$ cat config.mk
export PLATFORM = sky130hd
export DESIGN_NAME = read_test_sequencer
export DESIGN_NICKNAME = d
export VERILOG_FILES = /design/src/rtl/read_test_sequencer_pkg.sv /design/src/rtl/read_test_sequencer_sat_counter.sv /design/src/rtl/read_test_sequencer.sv
export SDC_FILE = /design/constraint.sdc
export NUM_CORES = 1
export LEC_CHECK = 0
export ABC_AREA = 1
export ABC_CLOCK_PERIOD_IN_PS = 5100
export BUFFER_PORTS_ARGS = -buffer_cell sky130_fd_sc_hd__buf_2
export CAP_MARGIN = 20
export CORE_ASPECT_RATIO = 1.5
export CORE_MARGIN = 5
export CORE_UTILIZATION = 66
export CTS_BUF_LIST = sky130_fd_sc_hd__clkbuf_8
export CTS_CLUSTER_SIZE = 28
export DETAILED_ROUTE_END_ITERATION = 16
export GPL_TIMING_DRIVEN = 0
export HOLD_SLACK_MARGIN = 0.02
export PLACE_DENSITY_LB_ADDON = 0.12
export RECOVER_POWER = 50
export SLEW_MARGIN = 25
export SYNTH_ARGS = -nofsm -noshare
export SYNTH_HDL_FRONTEND = slang
export SYNTH_HIERARCHICAL = 1
export SYNTH_SLANG_ARGS = --single-unit
$ cat constraint.sdc
create_clock -name okClk -period 5.1 [get_ports okClk]
set_input_delay 0.255 -clock okClk [delete_from_list [all_inputs] [get_ports okClk]]
set_output_delay 0.255 -clock okClk [all_outputs]
set_load 0.005 [all_outputs]
$ cat src/rtl/read_test_sequencer_pkg.sv
// Shared definitions for the read-throughput sequencer: state encoding,
// host trigger bit positions and the generator word-limit helper.
package read_test_sequencer_pkg;

    typedef enum logic [2:0] {
        ST_IDLE  = 3'd0,
        ST_CLEAR = 3'd1,
        ST_FILL  = 3'd2,
        ST_RUN   = 3'd3,
        ST_DONE  = 3'd4
    } state_t;

    localparam int TRIG_START_BIT         = 1;
    localparam int TRIG_ABORT_BIT         = 2;
    localparam int TRIG_RESET_PATTERN_BIT = 3;

    // One 64-bit generator word carries two pipe words, so round the length up.
    function automatic logic [31:0] gen_limit_f(input logic [31:0] len);
        return (len + 32'd1) >> 1;
    endfunction

endpackage

$ cat src/rtl/read_test_sequencer_sat_counter.sv
// Saturating up-counter with synchronous clear; holds at all-ones.
module read_test_sequencer_sat_counter #(
    parameter int W = 64
) (
    input  logic         clk,
    input  logic         reset,
    input  logic         clear,
    input  logic         en,
    output logic [W-1:0] count
);

    // Count register: clear beats enable, no wrap past all-ones
    always_ff @(posedge clk) begin
        if (reset || clear) begin
            count <= '0;
        end else if (en && (count != '1)) begin
            count <= count + W'(1);
        end
    end

endmodule

$ cat src/rtl/read_test_sequencer.sv
// Sequences one timed host read run: FIFO/generator clear, optional pre-fill,
// gated generator writes, and a cycle timer that stops on the last pipe read.
module read_test_sequencer
    import read_test_sequencer_pkg::*;
#(
    parameter int FIFO_RST_CYCLES = 8,
    parameter int CNT_W           = 64
) (
    input  logic             okClk,
    input  logic             reset,
    input  logic             start,
    input  logic             abort,
    input  logic [31:0]      transfer_len,
    input  logic             prefill_en,
    input  logic             fifo_almost_full,
    input  logic             fifo_empty,
    input  logic             gen_valid,
    input  logic             pipe_read,
    output logic             fifo_rst,
    output logic             gen_rst,
    output logic             gen_enable,
    output logic [CNT_W-1:0] clk_counts,
    output logic [31:0]      words_read,
    output logic             busy,
    output logic             done,
    output logic             aborted,
    output logic             underflow_err,
    output logic [2:0]       state_o
);

    localparam logic [31:0] RST_LAST = 32'(FIFO_RST_CYCLES - 1);

    state_t      state_r, next_state_s;
    logic [31:0] len_r, gen_limit_r, gen_count_r, gen_count_next_s;
    logic [31:0] words_read_r, rst_cnt_r;
    logic        prefill_r;
    logic        active_s, start_acc_s, abort_acc_s, count_read_s, count_gen_s;
    logic        rst_last_s, timing_s;
    logic        fifo_rst_r, gen_enable_r, busy_r, done_r, aborted_r, underflow_r;

    // Qualified events; abort masks start and freezes every counter that cycle
    always_comb begin
        active_s         = (state_r == ST_FILL) || (state_r == ST_RUN);
        abort_acc_s      = abort && (active_s || (state_r == ST_CLEAR));
        start_acc_s      = start && !abort && ((state_r == ST_IDLE) || (state_r == ST_DONE));
        count_read_s     = pipe_read && active_s && !abort_acc_s;
        count_gen_s      = gen_valid && active_s && !abort_acc_s;
        timing_s         = (state_r == ST_RUN) && !abort_acc_s;
        rst_last_s       = (rst_cnt_r == RST_LAST);
        gen_count_next_s = start_acc_s ? 32'd0 :
                           (count_gen_s ? gen_count_r + 32'd1 : gen_count_r);
    end

    // Next-state logic
    always_comb begin
        next_state_s = state_r;
        case (state_r)
            ST_IDLE, ST_DONE: begin
                if (start_acc_s) begin
                    next_state_s = (transfer_len != 32'd0) ? ST_CLEAR : ST_DONE;
                end else begin
                    next_state_s = state_r;
                end
            end
            ST_CLEAR: begin
                if (abort_acc_s) begin
                    next_state_s = ST_IDLE;
                end else if (rst_last_s) begin
                    next_state_s = prefill_r ? ST_FILL : ST_RUN;
                end else begin
                    next_state_s = ST_CLEAR;
                end
            end
            ST_FILL: begin
                if (abort_acc_s) begin
                    next_state_s = ST_IDLE;
                end else if (fifo_almost_full || (gen_count_r >= gen_limit_r)) begin
                    next_state_s = ST_RUN;
                end else begin
                    next_state_s = ST_FILL;
                end
            end
            ST_RUN: begin
                if (abort_acc_s) begin
                    next_state_s = ST_IDLE;
                end else if (count_read_s && ((words_read_r + 32'd1) == len_r)) begin
                    next_state_s = ST_DONE;
                end else begin
                    next_state_s = ST_RUN;
                end
            end
            default: next_state_s = ST_IDLE;
        endcase
    end

    // State, run parameters, counters and registered status outputs
    always_ff @(posedge okClk) begin
        if (reset) begin
            state_r      <= ST_IDLE;
            len_r        <= 32'd0;
            gen_limit_r  <= 32'd0;
            prefill_r    <= 1'b0;
            gen_count_r  <= 32'd0;
            words_read_r <= 32'd0;
            rst_cnt_r    <= 32'd0;
            fifo_rst_r   <= 1'b0;
            gen_enable_r <= 1'b0;
            busy_r       <= 1'b0;
            done_r       <= 1'b0;
            aborted_r    <= 1'b0;
            underflow_r  <= 1'b0;
        end else begin
            state_r <= next_state_s;
            if (start_acc_s) begin
                len_r       <= transfer_len;
                gen_limit_r <= gen_limit_f(transfer_len);
                prefill_r   <= prefill_en;
            end
            gen_count_r  <= gen_count_next_s;
            words_read_r <= start_acc_s ? 32'd0 :
                            (count_read_s ? words_read_r + 32'd1 : words_read_r);
            rst_cnt_r    <= ((state_r == ST_CLEAR) && (next_state_s == ST_CLEAR)) ?
                            rst_cnt_r + 32'd1 : 32'd0;
            fifo_rst_r   <= (next_state_s == ST_CLEAR);
            // Generator gating looks at the post-edge state so abort and the limit act at once
            gen_enable_r <= ((next_state_s == ST_FILL) || (next_state_s == ST_RUN)) &&
                            !fifo_almost_full && (gen_count_next_s < gen_limit_r);
            busy_r       <= (next_state_s == ST_CLEAR) || (next_state_s == ST_FILL) ||
                            (next_state_s == ST_RUN);
            done_r       <= (next_state_s == ST_DONE);
            aborted_r    <= abort_acc_s ? 1'b1 : (start_acc_s ? 1'b0 : aborted_r);
            underflow_r  <= (pipe_read && fifo_empty) ? 1'b1 :
                            (start_acc_s ? 1'b0 : underflow_r);
        end
    end

    read_test_sequencer_sat_counter #(
        .W(CNT_W)
    ) u_timer (
        .clk   (okClk),
        .reset (reset),
        .clear (start_acc_s),
        .en    (timing_s),
        .count (clk_counts)
    );

    assign fifo_rst      = fifo_rst_r;
    assign gen_rst       = fifo_rst_r;
    assign gen_enable    = gen_enable_r;
    assign words_read    = words_read_r;
    assign busy          = busy_r;
    assign done          = done_r;
    assign aborted       = aborted_r;
    assign underflow_err = underflow_r;
    assign state_o       = state_r;

endmodule
# Word-level counts from Yosys, hierarchy flattened
# Cells that the tools add are included.
[word_totals]
ff_bits = 233
in_bits = 41
out_inout_bits = 106
word_cells = 80
[classes]
addsub = 5
magnitude_cmp = 2
eq_ne = 11
n_mux = 15
bitwise_logic = 1
reduce_logical = 32
[ops]
columns = ["operator", "count"]
rows = [
  ["$add 32x1->32 const B", 4],
  ["$add 64x1->64 const B", 1],
  ["$mux 32", 2],
  ["$ne 64x64->1 const B", 1],
  ["$eq 32x3->1 const B", 1],
  ["$eq 32x32->1", 1],
  ["$ge 32x31->1", 1],
  ["$lt 32x31->1", 1],
  ["$reduce_bool 32->1", 1],
  ["$logic_and 1x1->1", 14],
  ["$eq 3x2->1 const B", 4],
  ["$mux 3", 4],
  ["$pmux 3 s4", 1],
  ["$logic_or 1x1->1", 8],
  ["$eq 3x1->1 const B", 2],
  ["$eq 3x3->1 const B", 2],
  ["$mux 2", 3],
  ["$reduce_or 2->1", 3],
  ["$mux 1", 5],
  ["$reduce_bool 2->1", 2],
  ["$logic_not 1->1", 3],
  ["$logic_not 3->1", 1],
  ["$not 1->1", 1],
]

# Logic depth before layout (Yosys ltp)
# Gate-level depths: netlist (run 1).
[logic_depth]
word_depth = 14
depth_mapped = 23
ltp_nobuf = 23

# Modules after synthesis
# Netlist (run 1), hierarchy kept.
[by_module_without_submodules]
columns = ["module", "n_inst", "cells_each", "area_each_um2", "seq_area_each_um2"]
rows = [
  ["read_test_sequencer", 1, 1664, 11053.1, 3383.2],
  ["read_test_sequencer_sat_counter", 1, 681, 4000.1, 1281.2],
]

# Worst setup path before layout (run 1)
# Ideal clock, no wire load.
[synth_path]
path_kind = "register to register"
start = "register state_r[1] (netlist: state_o[1])"
end = "register gen_enable_r (netlist: gen_enable)"
setup_ns = 0.065
arrival_ns = 2.891
required_ns = 5.035
path_slack_ns = 2.144
stages_incl_launch_ff = 23
path_buffers = 0
period_less_slack_ns = 2.956
cell_sequence = "dfxtp_1 inv_1 nor2_1 nand3_1 nor2_1 and3_1 nand2_1 nor2_1 nand4_1 nor2_1 nand2_1 nor3_1 nor3_1 ha_1 a21oi_1 nor3_1 a211oi_1 nor2_1 nor2_1 nand2_1 a21oi_1 nand3_1 nor2_1"
[synth_lines]
columns = ["item", "line_no", "source"]
rows = [
  ["from (decl)", "read_test_sequencer.sv:33", "state_t state_r, next_state_s;"],
  ["from (signal assigned)", "read_test_sequencer.sv:113", "state_r <= next_state_s;"],
  ["$eq 3x2->1", "read_test_sequencer.sv:43", "active_s = (state_r == ST_FILL) || (state_r == ST_RUN);"],
  ["$logic_or 1x1->1", "read_test_sequencer.sv:43", ""],
  ["$logic_or 1x1->1", "read_test_sequencer.sv:44", "abort_acc_s = abort && (active_s || (state_r == ST_CLEAR));"],
  ["$logic_and 1x1->1", "read_test_sequencer.sv:44", ""],
  ["$logic_not 1->1", "read_test_sequencer.sv:47", "count_gen_s = gen_valid && active_s && !abort_acc_s;"],
  ["$logic_and 1x1->1", "read_test_sequencer.sv:47", ""],
  ["$mux 32", "read_test_sequencer.sv:51", "(count_gen_s ? gen_count_r + 32'd1 : gen_count_r);"],
  ["$mux 32 *", "read_test_sequencer.sv:50", "gen_count_next_s = start_acc_s ? 32'd0 :"],
  ["net gen_count_next_s[24]", "read_test_sequencer.sv:34", "logic [31:0] len_r, gen_limit_r, gen_count_r, gen_count_next_s;"],
  ["$lt 32x31->1 *", "read_test_sequencer.sv:127", "!fifo_almost_full && (gen_count_next_s < gen_limit_r);"],
  ["$logic_and 1x1->1 *", "read_test_sequencer.sv:127", ""],
  ["to (signal assigned)", "read_test_sequencer.sv:126", "gen_enable_r <= ((next_state_s == ST_FILL) || (next_state_s == ST_RUN)) &&"],
  ["to (decl)", "read_test_sequencer.sv:39", "logic fifo_rst_r, gen_enable_r, busy_r, done_r, aborted_r, underflow_r;"],
]
# The timed path passes the listed nets; every way through them passes the cells marked *.
# A chain may end at the register's enable or synchronous reset.

# Worst setup path in the final report (run 1)
# Ends and elaborated chain as after synthesis.

==> results of run 1 <==
## cell families after synthesis
kind of cell             after synthesis
flip-flops                           233
buffers and inverters                367
adder cells (fa/ha/maj)               67
AO/OA/AOI/OAI                        284
AND/OR/NAND/NOR                     1336
XOR/XNOR                              58
## routing by layer
metal  global-route usage, %  vias to the layer above  part of all wire [%]
met5                       0                        -                     0
met4                    32.1                        0                   9.5
met3                    6.52                      344                   8.3
met2                    68.0                      963                    48
met1                    40.4                     7832                    34
li1                        -                     8011                     -
## layout by cell type (no fill, tap or decap), types with 51 or more instances in the layout
cell,instances
a21oi_1,121
buf_2,105
clkbuf_1,93
clkbuf_8,51
dfxtp_1,233
ha_1,67
inv_1,313
nand2_1,563
nand3_1,182
nor2_1,375
o21ai_0,78
## sequential cells by signal, indices dropped and copies added (netlist names)
| register | cells |
|---|---|
| u_timer/count | 64 |
| gen_count_r | 32 |
| len_r | 32 |
| rst_cnt_r | 32 |
| words_read | 32 |
| gen_limit_r | 31 |
| state_o | 3 |
| aborted | 1 |
| busy | 1 |
| done | 1 |
| fifo_rst | 1 |
| gen_enable | 1 |
| prefill_r | 1 |
| underflow_err | 1 |
## stage by stage
| step | setup slack (ns) | utilization (%) | hold slack, ns | area, µm² |
|---|---|---|---|---|
| global route | 0.604 | 75.4 | 0.0451 | 16900 |
| CTS | 1.14 | 75.7 | 0.0347 | 16900 |
| detailed placement | 1.19 | 72.1 | 0.439 | 16100 |
| floorplan | 2.14 | - | 0.365 | 15100 |
| finish | 1.06 | 75.4 | 0.0527 | 16900 |
| global placement | 1.23 | 72.1 | 0.433 | 16100 |
## worst max-delay path: stages, from the launching register on
cell,delay (ns)
dfxtp_1,0.39
inv_1,0.09
nor2_1,0.36
nand3_1,0.30
nor2_1,0.27
and3_1,0.25
nand2_1,0.11
nor2_1,0.23
nand4_1,0.15
nor2_1,0.20
nand2_1,0.11
nor3_1,0.20
nor3_1,0.11
ha_1,0.22
a21oi_1,0.11
nor3_1,0.06
a211oi_1,0.21
nor2_1,0.08
nor2_1,0.10
nand2_1,0.06
a21oi_1,0.11
nand3_1,0.14
nor2_1,0.11
## power groups by stage
stage               sequential, mW  combinational (mW)  clock, mW
floorplan                     1.90               0.204          0
global placement              1.91               0.323          0
detailed placement            1.91               0.331          0
CTS                           1.87               0.337       1.68
global route                  1.87               0.380       1.76
finish                        1.87               0.348       1.68
## area by class of cell
type	instances	share of cell area, %
Timing Repair Buffer	151	4.26
Tap cell	276	2.05
Inverter	305	6.79
Sequential cell	233	27.6
Clock buffer	51	4.16
Clock inverter	15	0.400
Multi-Input combinational cell	1745	53.0
Buffer	62	1.73
## final timing paths
path	from	to	cells after the start
worst min register to register	gen_limit_r[13]	gen_limit_r[13]	2
worst max register to register	state_o[1]	gen_enable	22
worst max-delay path	state_o[1]	gen_enable	22
worst min-delay path	transfer_len[1]	len_r[1]	3
==> out/results.tsv, run 1 <==
metric	value	unit
status	finished, final reports clean	
initial DRC count	1458	
Longest Clk Path Bufs	3	
row cnt	67	
vias in the first global route	16900	
io pins	147	
post-cts sizing count	0	
CTS sink cnt	233	
Syn Area/Cell	6.42	µm²
Peak Freq	247	MHz
largest family of logic cells by synthesized area	simple AND/OR/NAND/NOR gates	
mux share of post-synthesis cell area	0	%
Worst IR Drop VDD	217	µV
total chip power	3.90	mW
global placer's final weighted congestion	1.00	
DRC viols	0	
clock skew	0.0270	ns
die area	0.0260	mm²
dominant cells by area after synthesis	dfxtp_1 (31%), nand2_1 (14%), nor2_1 (9.4%)	
synth cell count leaders	nand2_1 (563), nor2_1 (375), inv_1 (301), dfxtp_1 (233), nand3_1 (181)	
global route total overflow	0	
clk_lat worst skew	0.57	ns
DIE HEIGHT	195	µm
min Tclk post-route	4.04	ns
Clock Pin Slew Worst Setup and Hold Paths	0.06	ns
IO buf count	146	
register area share after synthesis	31.0	%
hold-fix buffers at CTS	5	
Max-slew headroom	26.7	%
Area growth, synth to finish	12.1	%
CTS buffer count	38	
Slew @ Worst Pin	1.09	ns
ys async rst share	0	%
antenna-violating nets left	0	
Comb power frac	8.9	%
pwr dens	231	mW/mm²
switching portion of total power	27.1	%
flop-to-flop setup slack	1.06	ns
Synthesized Nets	2453	
share of the synthesized area in the top cell type	31.0	%
setup TNS	0	ns
Sequential Power Share	48.0	%
RSZ-0062 raised after global routing	false	
hold crit path type	in2reg	
Root Driver	clkbuf_8	
CP Class	reg2reg	
Register Area	0.00466	mm²
fraction of layout cells with a size suffix above 1	10.0	%
Avg WL per Cell	18.4	µm
post-synthesis xor/xnor area fraction	3.57	%
total wire length	52300	µm
Clk pwr share	43.1	%
Post-Synth Adder-Cell Area	5.57	%
top-count cell post-synth	nand2_1	
mapped cell area	0.0151	mm²
Compound-Gate Fraction of Synth Area	10.9	%
initial antenna violation count	0	
CORE AREA	0.0224	mm²
non-filler cells, final	2838	
first-pass GRT wire length	81900	µm
postcts setup bufs	0	
Die Width	133	µm
GR Util All Layers	38.9	%
Post-Place Cells	2767	
worst-path maximum fanout	6	
total iterations of the first detailed-routing run	6	
largest net degree at the start of global routing	11	
Worst Path Required	5.59	ns
final hold vios	0	
Initial Util	67.3	%
Post-DP HPWL	40200	µm
Critical Path AT	4.53	ns
Post-synth EDFFs	0	
Synth area leader	dfxtp_1	
Critical Path Start Type	flip-flop	
fin nets	2644	
crit end category	flip-flop	
Final Max Tran Viols	0	
max cap viols	0	
ys flop type	dfxtp_1	
Mapped Cells	2345	
Simple-Gate Fraction of Synth Area	39.5	%
Final setup viols	0	
Yosys cell types	53	
Synth warnings	6	
area of the multi-input gates	0.00894	mm²
Tcrit/Tclk final	79.3	%
n_diodes	0	
TritonCTS clock tree	done	
Switching Power	1.05	mW
Vias/cell	6.04	
Internal Pwr Total	2.84	mW
number of synthesized register bits	233	
DR vias	17200	
Leakage	6.91	nW
CTS H-tree depth	2	
fill count	1913	
Note: power is estimated with default switching activity, not from simulation.
==> run 2, diff against run 1 <==
ABC_CLOCK_PERIOD_IN_PS = 4050   (was 5100)
CORE_UTILIZATION = 62   (was 66)
clock period = 4.05 ns   (was 5.1 ns; I/O delays follow)
==> run 2 against run 1 <==
  * Register-to-register slack got worse by 0.79 ns
  * Count of clock-buffer cells in the layout rose by 5
  * Routed wire length rose by 0.37%
  * Critical endpoint unchanged
  * Sequential cell count did not move
  * Sequential power rose by 26%
  * Non-clock buffer count rose by 9
  * First-iteration DRC count rose by 2.2%
  * Clock skew fell by 0.012 ns
  * Critical path depth rose by 1
  * Clock power rose by 43%
  * Total power rose by 34%
  * Worst setup slack got worse by 0.79 ns
  * Largest cell class unchanged
  * Highest routed layer unchanged
==> out/results.tsv, run 2 (same netlist as run 1, synthesis figures left out) <==
metric	value	unit	change
Tcrit/Tclk final	93.3	%	was 79.3%
final hold vios	0		unchanged
setup TNS	0	ns	unchanged
Max-slew headroom	32.6	%	was 26.7%
antenna-violating nets left	0		unchanged
non-filler cells, final	2897		was 2,838
initial antenna violation count	0		unchanged
Worst Path Required	4.53	ns	was 5.59 ns
slowest CP cell	dfxtp_1		unchanged
CORE AREA	0.0242	mm²	was 0.0224 mm²
Final setup viols	0		unchanged
Post-DP HPWL	40400	µm	was 40,200 µm
Die Width	137	µm	was 133 µm
CTS H-tree depth	2		unchanged
fraction of layout cells with a size suffix above 1	10.3	%	was 10.0%
GR Util All Layers	37.4	%	was 38.9%
Longest Clk Path Bufs	3		unchanged
Avg WL per Cell	18.1	µm	was 18.4 µm
Peak Freq	265	MHz	was 247 MHz
Final Instance Area	0.0172	mm²	was 0.0169 mm²
max cap viols	0		unchanged
Register Area	0.00466	mm²	unchanged
pwr dens	304	mW/mm²	was 231 mW/mm²
fill count	2120		was 1,913
clk_lat worst skew	0.55	ns	was 0.57 ns
min Tclk post-route	3.78	ns	was 4.04 ns
CP Class	reg2reg		unchanged
worst-path maximum fanout	4		was 6
fin nets	2653		was 2,644
Slew @ Worst Pin	1.00	ns	was 1.09 ns
Leakage	6.98	nW	was 6.91 nW
global placer's final weighted congestion	1.00		about the same
RSZ-0062 raised after global routing	false		unchanged
Root Driver	clkbuf_8		unchanged
commonest non-fill, non-tap cell in the layout	nand2_1		unchanged
postcts setup bufs	0		unchanged
CTS buffer count	38		unchanged
crit end category	flip-flop		unchanged
largest net degree at the start of global routing	11		unchanged
die area	0.0276	mm²	was 0.0260 mm²
Post-Place Cells	2815		was 2,767
Worst IR Drop VDD	332	µV	was 217 µV
n_diodes	0		unchanged
DR vias	16800		was 17,200
DIE HEIGHT	201	µm	was 195 µm
max incr delay on CP	0.41	ns	was 0.39 ns
CTS sink cnt	233		unchanged
initial DRC count	1490		was 1,458
row cnt	70		was 67
Vias/cell	5.78		was 6.04
hold crit path type	in2reg		unchanged
most frequent CP cell	nor2_1		unchanged
highest-count cells in the layout ignoring fill and taps	nand2_1 (563), nor2_1 (373), inv_1 (308), dfxtp_1 (233), nand3_1 (181)		was nand2_1 (563), nor2_1 (375), inv_1 (313), dfxtp_1 (233), nand3_1 (182)
total iterations of the first detailed-routing run	6		unchanged
Critical Path AT	4.26	ns	was 4.53 ns
post-placement cell area	0.0162	mm²	was 0.0161 mm²
IO buf count	146		unchanged
Largest Register	u_timer/count		unchanged
TritonCTS clock tree	done		unchanged
area of the multi-input gates	0.00896	mm²	was 0.00894 mm²
DRC viols	0		unchanged
status	finished, final reports clean		unchanged
crit-path cells	ha_1 -> inv_1 -> nor2_1 -> nand2_1 -> nor2_2 -> and3_1 -> nand2_1 -> nor2_2 -> nand4_1 -> nor2_1 -> nand2_1 -> nor3_2 -> nor3_1 -> ha_1 -> a21oi_1 -> nor3_1 -> a211oi_1 -> nor2_1 -> nor2_1 -> nand2_1 -> a21oi_1 -> nand3_1 -> nor2_1		was inv_1 -> nor2_1 -> nand3_1 -> nor2_1 -> and3_1 -> nand2_1 -> nor2_1 -> nand4_1 -> nor2_1 -> nand2_1 -> nor3_1 -> nor3_1 -> ha_1 -> a21oi_1 -> nor3_1 -> a211oi_1 -> nor2_1 -> nor2_1 -> nand2_1 -> a21oi_1 -> nand3_1 -> nor2_1
global route total overflow	0		unchanged
vias in the first global route	16400		was 16,900
clock skew	0.0147	ns	was 0.0270 ns
max reg flops	64		unchanged
Area growth, synth to finish	14.0	%	was 12.1%
Initial Util	62.3	%	was 67.3%
Critical Path Start Type	flip-flop		unchanged
total wire length	52500	µm	was 52,300 µm
io pins	147		unchanged
Clock Pin Slew Worst Setup and Hold Paths	0.06	ns	about the same
first-pass GRT wire length	81800	µm	was 81,900 µm
Final Max Tran Viols	0		unchanged
-- run 2: worst max-delay path, delay by kind of cell (launching register included) --
family	cells	cell delay [ns]
flip-flops	1	0.41
buffers and inverters	1	0.06
AO/OA/AOI/OAI	3	0.57
AND/OR/NAND/NOR	17	2.26
adder cells (fa/ha/maj)	2	0.40
-- run 2: where the power goes --
part / switching [mW] / total, mW / internal [mW]
clock: 1.00 / 2.41 / 1.41
sequential: 0.0251 / 2.35 / 2.33
combinational: 0.314 / 0.446 / 0.132
total: 1.34 / 5.21 / 3.87
-- run 2: final timing paths --
path	startpoint	to	slack (ns)	depth (start not counted)
max	gen_count_r[1]	gen_enable	0.27	23
max reg2reg	gen_count_r[1]	gen_enable	0.27	23
min	transfer_len[2]	len_r[2]	0.05	3
min reg2reg	len_r[31]	len_r[31]	0.48	2
-- run 2: layer usage --
metal / share of wire, % / track usage [%] / wire (µm)
met5: 0 / 0 / 0
met4: 9.3 / 29.3 / 4890
met3: 7.3 / 4.84 / 3840
met2: 48 / 63.8 / 25000
met1: 36 / 40.8 / 18800
-- run 2: metrics by stage --
| stage | setup slack, ns | hold slack [ns] | power, mW | util [%] |
|---|---|---|---|---|
| after floorplan | 1.09 | 0.313 | 2.65 | - |
| after global placement | 0.0181 | 0.399 | 2.82 | 67.0 |
| after detailed placement | -0.0879 | 0.418 | 2.83 | 67.0 |
| after CTS | 0.00529 | 0.0272 | 5.22 | 71.3 |
| after global routing | 0.00427 | 0.0598 | 5.38 | 71.0 |
| final | 0.272 | 0.0500 | 5.21 | 71.0 |
-- run 2: layout make-up --
class	count	area share (%)
Clock inverter	12	0.743
Sequential cell	233	27.2
Multi-Input combinational cell	1745	52.2
Inverter	305	6.67
Tap cell	324	2.36
Buffer	62	1.70
Timing Repair Buffer	160	4.69
Clock buffer	56	4.49
-- run 2: what timing repair did --
item                                   in CTS  in global routing
endpoints found under the hold margin      14                  0
setup endpoints to repair                   1                  1
resized for setup                           1                  5
hold buffers                               14                  0
pin swaps                                   0                  0
